===== config.mk =====
export PLATFORM = sky130hd
export DESIGN_NAME = rf_write_arbiter
export DESIGN_NICKNAME = d
export VERILOG_FILES = /design/src/rtl/rf_arb_pkg.sv /design/src/rtl/rf_wr_fifo.sv /design/src/rtl/rf_write_arbiter.sv
export SDC_FILE = /design/constraint.sdc
export NUM_CORES = 1
export LEC_CHECK = 0
export CORE_MARGIN = 5
export CORE_UTILIZATION = 49
export CTS_CLUSTER_DIAMETER = 200
export DETAILED_ROUTE_END_ITERATION = 6
export GPL_TIMING_DRIVEN = 0
export PLACE_DENSITY_LB_ADDON = 0.08
export SLEW_MARGIN = 20
export SYNTH_ARGS = -nofsm -noshare
export SYNTH_HDL_FRONTEND = slang
export SYNTH_HIERARCHICAL = 1
export SYNTH_SLANG_ARGS = --single-unit
export TNS_END_PERCENT = 1

===== constraint.sdc =====
create_clock -name clk -period 5.2 [get_ports clk]
set_input_delay 1.04 -clock clk [delete_from_list [all_inputs] [get_ports clk]]
set_output_delay 1.04 -clock clk [all_outputs]
set_load 0.02 [all_outputs]

===== src/rtl/rf_arb_pkg.sv =====
// Shared types and helpers for the register-file write-port arbiter.
package rf_arb_pkg;

  localparam int unsigned REG_W    = 32;
  localparam int unsigned ADDR_W   = 5;
  localparam int unsigned NUM_REGS = 1 << ADDR_W;

  typedef struct packed {
    logic [ADDR_W-1:0] dest;
    logic [REG_W-1:0]  val;
  } rf_wr_t;

  // Decoded destination; r0 is hard-wired so it never marks a hazard.
  function automatic logic [NUM_REGS-1:0] onehot_dest(input logic [ADDR_W-1:0] dest);
    logic [NUM_REGS-1:0] oh;
    oh = '0;
    if (dest != '0) oh[dest] = 1'b1;
    return oh;
  endfunction

endpackage


===== src/rtl/rf_wr_fifo.sv =====
// Small synchronous FIFO of register writes; exposes every slot with a valid
// bit so the owner can build a pending-destination mask.
module rf_wr_fifo
  import rf_arb_pkg::*;
#(
  parameter int unsigned DEPTH = 2
) (
  input  logic                 clk,
  input  logic                 rst,
  input  logic                 push,
  input  rf_wr_t               push_data,
  input  logic                 pop,
  output logic                 full,
  output logic                 empty,
  output rf_wr_t               head,
  output rf_wr_t [DEPTH-1:0]   entries,
  output logic   [DEPTH-1:0]   entry_vld
);

  localparam int unsigned IDX_W = $clog2(DEPTH);
  localparam int unsigned PTR_W = IDX_W + 1;

  logic   [PTR_W-1:0] wr_ptr_q, wr_ptr_d;
  logic   [PTR_W-1:0] rd_ptr_q, rd_ptr_d;
  rf_wr_t [DEPTH-1:0] mem_q, mem_d;
  logic   [PTR_W-1:0] count_c;
  logic   [IDX_W-1:0] off_c;
  logic               do_push_c;
  logic               do_pop_c;

  // Extra pointer bit distinguishes full from empty.
  assign count_c   = wr_ptr_q - rd_ptr_q;
  assign full      = (count_c == PTR_W'(DEPTH));
  assign empty     = (wr_ptr_q == rd_ptr_q);
  assign do_push_c = push && !full;
  assign do_pop_c  = pop && !empty;
  assign head      = mem_q[rd_ptr_q[IDX_W-1:0]];
  assign entries   = mem_q;

  always_comb begin
    wr_ptr_d = wr_ptr_q;
    rd_ptr_d = rd_ptr_q;
    mem_d    = mem_q;
    if (do_push_c) begin
      mem_d[wr_ptr_q[IDX_W-1:0]] = push_data;
      wr_ptr_d                   = wr_ptr_q + PTR_W'(1);
    end
    if (do_pop_c) rd_ptr_d = rd_ptr_q + PTR_W'(1);
  end

  // A slot is live when its distance from the read index is below occupancy.
  always_comb begin
    entry_vld = '0;
    off_c     = '0;
    for (int unsigned i = 0; i < DEPTH; i++) begin
      off_c        = IDX_W'(i) - rd_ptr_q[IDX_W-1:0];
      entry_vld[i] = ({1'b0, off_c} < count_c);
    end
  end

  always_ff @(posedge clk) begin
    if (rst) begin
      wr_ptr_q <= '0;
      rd_ptr_q <= '0;
    end else begin
      wr_ptr_q <= wr_ptr_d;
      rd_ptr_q <= rd_ptr_d;
    end
  end

  always_ff @(posedge clk) begin
    mem_q <= mem_d;
  end

endmodule


===== src/rtl/rf_write_arbiter.sv =====
// Shares the register-file write port between writeback (primary) and a
// buffered multi-cycle source (secondary). Define RF_ARB_STARVE_GUARD_EN to
// build the starvation counter that forces the FIFO head through.
module rf_write_arbiter
  import rf_arb_pkg::*;
#(
  parameter int unsigned FIFO_DEPTH = 2,
  parameter int unsigned STARVE_MAX = 4
) (
  input  logic                clk,
  input  logic                rst,
  input  logic                wb_valid,
  output logic                wb_ready,
  input  logic [ADDR_W-1:0]   wb_dest,
  input  logic [REG_W-1:0]    wb_val,
  input  logic                mc_valid,
  output logic                mc_ready,
  input  logic [ADDR_W-1:0]   mc_dest,
  input  logic [REG_W-1:0]    mc_val,
  output logic                rf_we,
  output logic [ADDR_W-1:0]   rf_dest,
  output logic [REG_W-1:0]    rf_wval,
  output logic [NUM_REGS-1:0] pend_mask
);

  if (FIFO_DEPTH < 2 || (FIFO_DEPTH & (FIFO_DEPTH - 1)) != 0) begin : g_bad_depth
    $error("rf_write_arbiter: FIFO_DEPTH must be a power of two >= 2");
  end
  if (STARVE_MAX < 1) begin : g_bad_starve
    $error("rf_write_arbiter: STARVE_MAX must be >= 1");
  end

  logic                    fifo_full;
  logic                    fifo_empty;
  rf_wr_t                  fifo_head;
  rf_wr_t [FIFO_DEPTH-1:0] fifo_entries;
  logic   [FIFO_DEPTH-1:0] fifo_vld;
  rf_wr_t                  push_data_c;
  logic                    push_c;
  logic                    prim_win_c;
  logic                    head_win_c;
  logic                    force_head_c;

  logic                rf_we_q,   rf_we_d;
  logic [ADDR_W-1:0]   rf_dest_q, rf_dest_d;
  logic [REG_W-1:0]    rf_wval_q, rf_wval_d;
  logic                out_sec_q, out_sec_d;

  assign mc_ready         = !fifo_full && !rst;
  assign push_c           = mc_valid && mc_ready;
  assign push_data_c.dest = mc_dest;
  assign push_data_c.val  = mc_val;

  rf_wr_fifo #(
    .DEPTH(FIFO_DEPTH)
  ) u_fifo (
    .clk       (clk),
    .rst       (rst),
    .push      (push_c),
    .push_data (push_data_c),
    .pop       (head_win_c),
    .full      (fifo_full),
    .empty     (fifo_empty),
    .head      (fifo_head),
    .entries   (fifo_entries),
    .entry_vld (fifo_vld)
  );

`ifdef RF_ARB_STARVE_GUARD_EN
  localparam int unsigned CNT_W = $clog2(STARVE_MAX + 1);

  logic [CNT_W-1:0] starve_cnt_q, starve_cnt_d;

  // Counts consecutive cycles a queued head lost to the primary.
  assign force_head_c = (starve_cnt_q == CNT_W'(STARVE_MAX));
  assign wb_ready     = !force_head_c;

  always_comb begin
    starve_cnt_d = starve_cnt_q;
    if (fifo_empty || head_win_c) starve_cnt_d = '0;
    else                          starve_cnt_d = starve_cnt_q + CNT_W'(1);
  end

  always_ff @(posedge clk) begin
    if (rst) starve_cnt_q <= '0;
    else     starve_cnt_q <= starve_cnt_d;
  end
`else
  assign force_head_c = 1'b0;
  assign wb_ready     = 1'b1;
`endif

  assign prim_win_c = wb_valid && !force_head_c;
  assign head_win_c = !prim_win_c && !fifo_empty;

  // Output stage: register the winner; r0 writes are consumed but suppressed.
  always_comb begin
    rf_we_d   = 1'b0;
    out_sec_d = 1'b0;
    rf_dest_d = rf_dest_q;
    rf_wval_d = rf_wval_q;
    if (prim_win_c) begin
      rf_we_d   = (wb_dest != '0);
      rf_dest_d = wb_dest;
      rf_wval_d = wb_val;
    end else if (head_win_c) begin
      rf_we_d   = (fifo_head.dest != '0);
      out_sec_d = (fifo_head.dest != '0);
      rf_dest_d = fifo_head.dest;
      rf_wval_d = fifo_head.val;
    end
  end

  always_ff @(posedge clk) begin
    if (rst) begin
      rf_we_q   <= 1'b0;
      rf_dest_q <= '0;
      rf_wval_q <= '0;
      out_sec_q <= 1'b0;
    end else begin
      rf_we_q   <= rf_we_d;
      rf_dest_q <= rf_dest_d;
      rf_wval_q <= rf_wval_d;
      out_sec_q <= out_sec_d;
    end
  end

  assign rf_we   = rf_we_q;
  assign rf_dest = rf_dest_q;
  assign rf_wval = rf_wval_q;

  // Destinations still owed a secondary write: queued entries plus output stage.
  always_comb begin
    pend_mask = out_sec_q ? onehot_dest(rf_dest_q) : '0;
    for (int unsigned i = 0; i < FIFO_DEPTH; i++) begin
      if (fifo_vld[i]) pend_mask = pend_mask | onehot_dest(fifo_entries[i].dest);
    end
  end

endmodule


==> flow_summary.ini <==
[outcome]
status = finished clean

[timing]
relSlewSlack_pct = 27.69
final_max_slew_viol_count = 0
worstMarginPinSlew_ns = 1.082
skew_ns = 0.009644
finalCriticalPeriod_ns = 4.321
setup_viol = 0
hold_violations = 0
timing.final.ws_setup_ns = 0.8793
rsz0062_at_grt = false
clock.fmax_mhz = 231.4
period_share_pct = 83.09

[setup_path]
timing.rr.start = u_fifo/wr_ptr_q[0]$_SDFFE_PP0P_
crit_chain = clkbuf_1 -> buf_2 -> inv_1 -> ha_1 -> or2_2 -> and3_1 -> clkbuf_1 -> a222oi_1 -> inv_1 -> clkdlybuf4s50_1
cp_num_cells = 10
cp.required_ns = 4.16
worstPathArrival_ns = 3.28
reg2reg_slack_ns = 2.00
cp-start-kind = register
crit_path_end_kind = output pin
critical-path-top-delay-family = buffers and inverters
critPathMaxStageDelay_ns = 0.54
r2r_end = u_fifo/entries[33]$_DFFE_PP_
critPathSlowestCell = clkdlybuf4s50_1
crit_buf_inv = 6
worstSetupPathType = register to output pin
cp_max_fo = 10
r2r_cells = 9

[yosys]
synth_top_cell_area_share_pct = 39.26
yosys_register_bits = 117
synth_edf_count = 74
synth_area_leader_cell = edfxtp_1
synth_common_cells = edfxtp_1, mux2_2, nand2_1
synth_async_sr_flop_share_pct = 0
synth.most_common_cell = edfxtp_1
synth_flop_cell = edfxtp_1
syn_inst = 468
yosys_warnings = 6
synth.distinct_cells = 38
netlist_top_cells_area = edfxtp_1, dfxtp_1, mux2_2
synth_nets = 549
syn_area_per_cell_um2 = 12.09
ys_seq_area_share_pct = 54.47
synthesis.area_um2 = 5660

[clock_network]
cts_root_buf = clkbuf_16
cts_hold_buf = 0
cts_tree = built
ctsResizeCount = 0
insertion_delay_ns = 0.40
cts.sinks = 117
cts_buffers = 17
post-cts-setup-buffers = 0
htree_num_levels = 4
cts_buffer_depth = 2
clk_pin_slew_ns = 0.05

[power_and_ir_drop]
p_seq_share_pct = 35.2
power_density_nw_per_um2 = 414.1
peakVddDrop_mv = 0.2379
p_leak_nw = 3.178
comb_power_share_pct = 31.6
p_sw_share_pct = 28.73
clkPwrFrac_pct = 33.2
internal_power_mw = 2.342
power.net_switching_mw = 0.9442

[global_route]
grt_max_degree = 22
grt_pass1_wl_um = 23100
overflow = 0
grt_pass1_vias = 4534
grtUsageTotal_pct = 20.69
antenna_found_initial = 0

[job]
cap_violations = 0

[detailed_routing]
route.detailed.drc = 0
routedWlPerCell_um = 18.13
drt_pre_antenna_iters = 7
antenna_left = 0
vias_per_cell = 5.494
drt_wl_total_um = 14400
drt_iter0_drc = 376
num_vias = 4362

[place]
dp.cells = 762
dp_slack_ns = 1.316
place_area_um2 = 7371
port_buffers = 146
hpwl_um = 10290
gp_congestion = 0.8860

[final_layout]
areaGrowthSynthToFinish_pct = 40.21
final_cell_area_um2 = 7936
stdcell_count = 794
diodes = 0
drive_gt1_share_pct = 20.58
nets = 719

[floorplan]
die-width_um = 117.5
ios = 150
die_area_um2 = 13800
rows = 39
core_area_um2 = 11370
die_y_um = 117.5
start_util_pct = 49.79

[worst_hold_path]
hold_path.class = register to register
hold_end = u_fifo/rd_ptr_q[1]$_SDFFE_PP0P_
min_from = u_fifo/wr_ptr_q[1]$_SDFFE_PP0P_
whs_path_depth = 2
## area by class of cell
type                            instances  area, um^2
Timing Repair Buffer                  151        1519
Inverter                                9       33.78
Clock buffer                           18       429.2
Fill cell                             859        3433
Buffer                                 30       166.4
Sequential cell                       117        3083
Clock inverter                         14       136.4
Multi-Input combinational cell        312        2390
Tap cell                              143       178.9
## layout by cell type (no fill, tap or decap), types with 12 or more instances in the layout
cell,instances
clkdlybuf4s50_1,146
edfxtp_1,74
mux2_2,66
nand2_1,57
nor2_1,44
dfxtp_1,43
mux2i_1,39
a22oi_1,27
clkbuf_16,17
and3b_1,14
buf_2,13
clkbuf_1,12
nor3b_1,12
## tightest hold or removal path, delay by kind of cell, from the launching register on
kind | cells | cell delay [ns]
flops | 1 | 0.33
simple gates | 1 | 0.08
compound gates | 1 | 0.06
## kinds of logic (layout without fill, tap and decap cells)
kind of cell | Yosys count | count (layout) | synth area share (%)
AOI/OAI and AO/OA | 39 | 39 | 5.106
buffers and inverters | 39 | 222 | 3.536
muxes | 113 | 113 | 22.15
DFF | 117 | 117 | 54.47
other | 2 | 2 | 0.1327
and+or+nand+nor | 154 | 154 | 13.79
xor gates and xnor gates | 1 | 1 | 0.1548
adders and majority gates | 3 | 3 | 0.6632
## power by group through the flow
| stage | registers (mW) | logic [mW] | clock network (mW) |
|---|---|---|---|
| 2_1_floorplan | 1.22 | 0.640 | 0 |
| 3_3_place_gp | 1.18 | 1.00 | 0 |
| 3_5_place_dp | 1.17 | 1.04 | 0 |
| 4_1_cts | 1.16 | 1.05 | 1.12 |
| 5_1_grt | 1.17 | 1.12 | 1.16 |
| 6_report | 1.16 | 1.04 | 1.09 |
## metrics by stage
step	hold slack, ns	util, %	setup TNS [ns]	power (mW)
6_report	0.5137	69.80	0	3.286
5_1_grt	0.5574	69.80	0	3.444
4_1_cts	0.5176	69.80	0	3.319
3_5_place_dp	0.5144	64.83	0	2.214
3_3_place_gp	0.5075	64.21	-84.63	2.178
2_1_floorplan	0.4830	-	0	1.862
## worst max path at each step
stage               slack (ns)                          end                             from
CTS                       0.86                pend_mask[15]  u_fifo/rd_ptr_q[0]$_SDFFE_PP0P_
finish                    0.88                pend_mask[15]  u_fifo/rd_ptr_q[0]$_SDFFE_PP0P_
global placement         -2.15  u_fifo/entries[5]$_DFFE_PP_                              rst
detailed placement        1.32                pend_mask[15]  u_fifo/rd_ptr_q[0]$_SDFFE_PP0P_
global route              0.62                pend_mask[15]  u_fifo/rd_ptr_q[0]$_SDFFE_PP0P_
floorplan                 0.23  u_fifo/entries[0]$_DFFE_PP_  u_fifo/wr_ptr_q[0]$_SDFFE_PP0P_
## layer usage
metal | vias to the layer above | part of all wire, % | GRT usage (%) | wire length [um]
met5 | - | 0 | 0 | 0
met4 | 0 | 1.2 | 8.817 | 167
met3 | 19 | 8.3 | 5.863 | 1191
met2 | 221 | 50 | 35.22 | 7265
met1 | 2066 | 40 | 24.42 | 5771
li1 | 2056 | - | - | -
## flip-flops by register name, summed over array words and instances (netlist names)
signal and cells:
out_sec_q 1, rf_dest 5, rf_we 1, rf_wval 32
u_fifo/entries 74, u_fifo/rd_ptr_q 2, u_fifo/wr_ptr_q 2
Note: power is estimated with default switching activity, not from simulation.
